<file path="src/rtl/argmax_classifier.sv">
// Reduces a captured fixed-point score vector to the index and value of its maximum,
// using one signed comparator stepped across the vector, one element per clock.
package argmax_classifier_pkg;
  localparam int unsigned INT_WIDTH  = 8;
  localparam int unsigned FRAC_WIDTH = 8;
  localparam int unsigned FP_WIDTH   = INT_WIDTH + FRAC_WIDTH;

  typedef struct packed {
    logic [INT_WIDTH-1:0]  integral;
    logic [FRAC_WIDTH-1:0] fraction;
  } fixed_point;
endpackage

module argmax_classifier
  import argmax_classifier_pkg::*;
#(
  parameter  int unsigned NUM_CLASSES = 10,
  localparam int unsigned INDEX_WIDTH = $clog2(NUM_CLASSES)
) (
  input  logic                   clock,
  input  logic                   reset,
  input  fixed_point             scores [NUM_CLASSES],
  input  logic                   scores_ready,
  output logic [INDEX_WIDTH-1:0] class_index,
  output fixed_point             max_score,
  output logic                   class_valid,
  output logic                   busy
);

  if (NUM_CLASSES < 2) begin : g_bad_num_classes
    $error("argmax_classifier: NUM_CLASSES must be at least 2");
  end

  typedef enum logic [1:0] {IDLE, SCAN, DONE} state_t;

  state_t                 state;
  fixed_point             vec_q [NUM_CLASSES];
  fixed_point             best_q;
  logic [INDEX_WIDTH-1:0] best_idx_q;
  logic [INDEX_WIDTH-1:0] idx_q;
  logic                   ready_q;

  logic signed [FP_WIDTH-1:0] cand_c;
  logic signed [FP_WIDTH-1:0] best_c;
  logic                       cand_gt_c;
  fixed_point                 next_best_c;
  logic [INDEX_WIDTH-1:0]     next_idx_c;

  // Strict signed compare keeps the lowest index among equal maxima.
  assign cand_c      = vec_q[idx_q];
  assign best_c      = best_q;
  assign cand_gt_c   = cand_c > best_c;
  assign next_best_c = cand_gt_c ? vec_q[idx_q] : best_q;
  assign next_idx_c  = cand_gt_c ? idx_q : best_idx_q;

  always_ff @(posedge clock or posedge reset) begin
    if (reset) begin
      state       <= IDLE;
      best_q      <= '0;
      best_idx_q  <= '0;
      idx_q       <= '0;
      ready_q     <= 1'b1;
      class_index <= '0;
      max_score   <= '0;
      class_valid <= 1'b0;
      busy        <= 1'b0;
      for (int j = 0; j < int'(NUM_CLASSES); j++) vec_q[j] <= '0;
    end else begin
      ready_q     <= scores_ready;
      class_valid <= 1'b0;
      case (state)
        IDLE: begin
          // Only a fresh rising edge of scores_ready starts a capture.
          if (scores_ready && !ready_q) begin
            for (int j = 0; j < int'(NUM_CLASSES); j++) vec_q[j] <= scores[j];
            best_q     <= scores[0];
            best_idx_q <= '0;
            idx_q      <= INDEX_WIDTH'(1);
            busy       <= 1'b1;
            state      <= SCAN;
          end
        end
        SCAN: begin
          best_q     <= next_best_c;
          best_idx_q <= next_idx_c;
          idx_q      <= idx_q + INDEX_WIDTH'(1);
          if (idx_q == INDEX_WIDTH'(NUM_CLASSES - 1)) begin
            class_index <= next_idx_c;
            max_score   <= next_best_c;
            class_valid <= 1'b1;
            busy        <= 1'b0;
            state       <= DONE;
          end
        end
        DONE:    state <= IDLE;
        default: state <= IDLE;
      endcase
    end
  end

endmodule

</file>
<file path="config.mk">
export PLATFORM = sky130hd
export DESIGN_NAME = argmax_classifier
export DESIGN_NICKNAME = d
export VERILOG_FILES = /design/src/rtl/argmax_classifier.sv
export SDC_FILE = /design/constraint.sdc
export NUM_CORES = 1
export LEC_CHECK = 0
export ABC_AREA = 1
export CAP_MARGIN = 20
export CORE_UTILIZATION = 45
export CTS_CLUSTER_DIAMETER = 120
export CTS_CLUSTER_SIZE = 8
export DETAILED_ROUTE_END_ITERATION = 8
export PLACE_DENSITY = 0.8
export SLEW_MARGIN = 0
export SYNTH_ARGS = -nofsm -noshare
export SYNTH_HDL_FRONTEND = slang
export SYNTH_SLANG_ARGS = --single-unit
</file>
<file path="constraint.sdc">
create_clock -name clock -period 6.6 [get_ports clock]
set_clock_uncertainty 0.15 [all_clocks]
set_input_delay 1.32 -clock clock [delete_from_list [all_inputs] [get_ports clock]]
set_output_delay 1.32 -clock clock [all_outputs]
set_load 0.02 [all_outputs]
</file>
==> impl_metrics.env <==
export IMPL_grt_max_degree=240
export IMPL_clock_latency_ps=550
export IMPL_min_path_type="flip-flop to flip-flop"
export IMPL_post_place_ws_ps=1890
export IMPL_max_freq_mhz=208
export IMPL_initial_core_util_pct=46.0
export IMPL_finalHoldViolCount=0
export IMPL_area_growth_pct=25.6
export IMPL_grt_pass1_vias=9423
export IMPL_synth_seq_cells=209
export IMPL_fin_tns_setup_ps=0
export IMPL_synth_most_common_cell="nand2_1"
export IMPL_ys_top_cells_by_count="nand2_1 (540), dfrtp_1 (208), inv_1 (168), o21ai_0 (157), nand3_1 (141)"
export IMPL_seq_area_frac_synth_pct=50.0
export IMPL_maxCapViolCount=0
export IMPL_cts_root_buf="clkbuf_16"
export IMPL_first_iter_violations=837
export IMPL_coreArea_mm2=0.0227
export IMPL_first_pass_iters=5
export IMPL_cts_inserted_buffers=30
export IMPL_finalWorstSetupSlack_ps=1790
export IMPL_die_area_mm2=0.0238
export IMPL_cts_setup_buffers=0
export IMPL_die_h_um=154
export IMPL_maxSlewViolCount=0
export IMPL_clkPwrFrac_pct=18.8
export IMPL_grt_pass1_wl_um=49000
export IMPL_gp_congestion=0.893
export IMPL_crit_type="flip-flop to flip-flop"
export IMPL_via_per_inst=5.20
export IMPL_cts_hold_buffers=0
export IMPL_critPathCaptureType="flip-flop"
export IMPL_clock_path_buffers=3
export IMPL_drc=0
export IMPL_ys_types=30
export IMPL_ir_drop_uv=337
export IMPL_track_usage_pct=26.1
export IMPL_antenna_found_initial=0
export IMPL_power_frac_seq_pct=31.4
export IMPL_max_slew_margin_rel_pct=35.5
export IMPL_numPortBuffers=184
export IMPL_drive_gt1_share_pct=4.55
export IMPL_nFillCells=2034
export IMPL_final_nets=1709
export IMPL_power_switching_w=0.00329
export IMPL_vias=9499
export IMPL_finalCritPeriodShare_pct=72.9
export IMPL_clkTransAtPathRegs_ps=50
export IMPL_netlist_area_leader_share_pct=49.8
export IMPL_die_x_um=154
export IMPL_yosys_area_top_type="dfrtp_1"
export IMPL_p_leak_nw=6.47
export IMPL_yosys_top_cells_area="dfrtp_1 (50%), nand2_1 (19%), o21ai_0 (7.5%), nand3_1 (6.8%), inv_1 (6.0%)"
export IMPL_htree_levels=1
export IMPL_combPwrFrac_pct=49.9
export IMPL_drt_total_wl_um=30400
export IMPL_start_kind="flip-flop"
export IMPL_hpwl_um=21300
export IMPL_cts_sink_count=209
export IMPL_ios=185
export IMPL_status="finished, final reports clean"
export IMPL_syn_area_mm2=0.0105
export IMPL_synth_edf_count=0
export IMPL_synth_fp_nets=1566
export IMPL_cellInternalPower_w=0.00395
export IMPL_syn_inst=1385
export IMPL_cts_tree="yes"
export IMPL_syn_area_per_cell_um2=7.55
export IMPL_synthArstFlopShare_pct=100
export IMPL_synthFlopType="dfrtp_1"
export IMPL_holdPathStages=2
export IMPL_grt_setup_unrepaired="false"
export IMPL_switching_share_pct=45.4
export IMPL_wl_per_cell_um=16.6
export IMPL_grt_ovfl_total=0
export IMPL_finalPower_w=0.00724
export IMPL_cts_resized=0
export IMPL_fin_crit_ps=4810
export IMPL_rows=55
export IMPL_critPathArrivalTime_ps=5090
export IMPL_ant_nets=0
export IMPL_ff2ff_path_depth=14
export IMPL_worst_slew_pin_slew_ps=966
export IMPL_crit_fanout=73
export IMPL_setup_viol=0
export IMPL_ys_warn_count=0
export IMPL_p_per_area_mw_per_mm2=551
export IMPL_cp_data_required_time_ps=6880
export IMPL_n_antenna_cell=0
-- registers in the layout (all words and copies together), names as in the netlist --
name / flops
vec_q: 160
max_score: 16
idx_q: 4
class_valid: 1
best_idx_q: 4
ready_q: 1
class_index: 4
best_c: 16
state: 2
busy: 1
-- cells by family after synthesis --
group | after synthesis | share of synthesized area (%)
AO/OA/AOI/OAI | 173 | 8.35
adder cells (fa/ha/maj) | 18 | 2.15
buffers and inverters | 269 | 11.0
flip-flops | 209 | 50.0
AND/OR/NAND/NOR | 716 | 28.5
-- layout by cell type (no fill, tap or decap), types with 2 or more instances in the layout --
cell type,instances
nand2_1,540
dfrtp_1,207
clkdlybuf4s50_1,184
inv_1,167
o21ai_0,157
nand3_1,141
clkbuf_16,30
nand4_1,21
ha_1,18
inv_2,17
clkbuf_1,12
a21oi_1,7
o21ai_1,6
nor2_1,5
buf_4,4
nor2_2,3
clkinv_1,3
buf_12,2
-- stage by stage --
step | instance area, µm² | util (%) | hold WS, ps | cells
after detailed placement | 12300 | 54.2 | 309 | 1781
after global placement | 12300 | 54.1 | 305 | 1780
after global routing | 13100 | 57.8 | 334 | 1825
after CTS | 13100 | 57.8 | 321 | 1825
final | 13100 | 57.8 | 319 | 1825
after floorplan | 10500 | - | 292 | 1385
-- layer usage --
metal  vias to the layer above  part of all wire, %  track usage, %
met3                        88                  7.8            4.65
met1                      4408                   42            34.8
met2                       410                   46            41.5
li1                       4593                    -               -
met4                         0                  4.5            12.1
met5                         -                    0               0
-- critical path, cell delays in order (launching register included) --
cell and delay [ps]:
dfrtp_4 750, inv_4 570, nand2_1 120, nand3_1 100
nand3_1 140, nand3_1 170, nand2_1 90, ha_1 360
nand2_1 120, nor3_2 240, nand3_1 550, nand3_1 870
nand2_1 190, nand3_1 130, nand2_1 60
-- worst paths after layout --
check	from	slack [ps]	endpoint
worst max register to register	idx_q[0]	1790	best_idx_q[3]
worst max-delay path	idx_q[0]	1790	best_idx_q[3]
worst min register to register	vec_q[1]	320	vec_q[1]
max in group asynchronous	reset	4160	idx_q[0]
min in group asynchronous	reset	1010	vec_q[154]
worst min-delay path	vec_q[1]	320	vec_q[1]
-- area by class of cell --
cell class / count / area, µm² / area share (%)
Sequential cell: 209 / 5240 / 39.9
Multi-Input combinational cell: 907 / 4080 / 31.0
Timing Repair Buffer: 191 / 1930 / 14.7
Clock buffer: 42 / 796 / 6.06
Inverter: 189 / 716 / 5.45
Tap cell: 285 / 357 / 2.72
Clock inverter: 2 / 25.0 / 0.191
-- power groups by stage --
stage	Sequential, W	Combinational (W)	Clock [W]
4_1_cts	0.00226	0.00358	0.00137
3_5_place_dp	0.00227	0.00355	0
3_3_place_gp	0.00225	0.00342	0
6_report	0.00227	0.00361	0.00136
5_1_grt	0.00234	0.00406	0.00143
2_1_floorplan	0.00219	0.00266	0
Note: power is estimated with default switching activity, not from simulation.
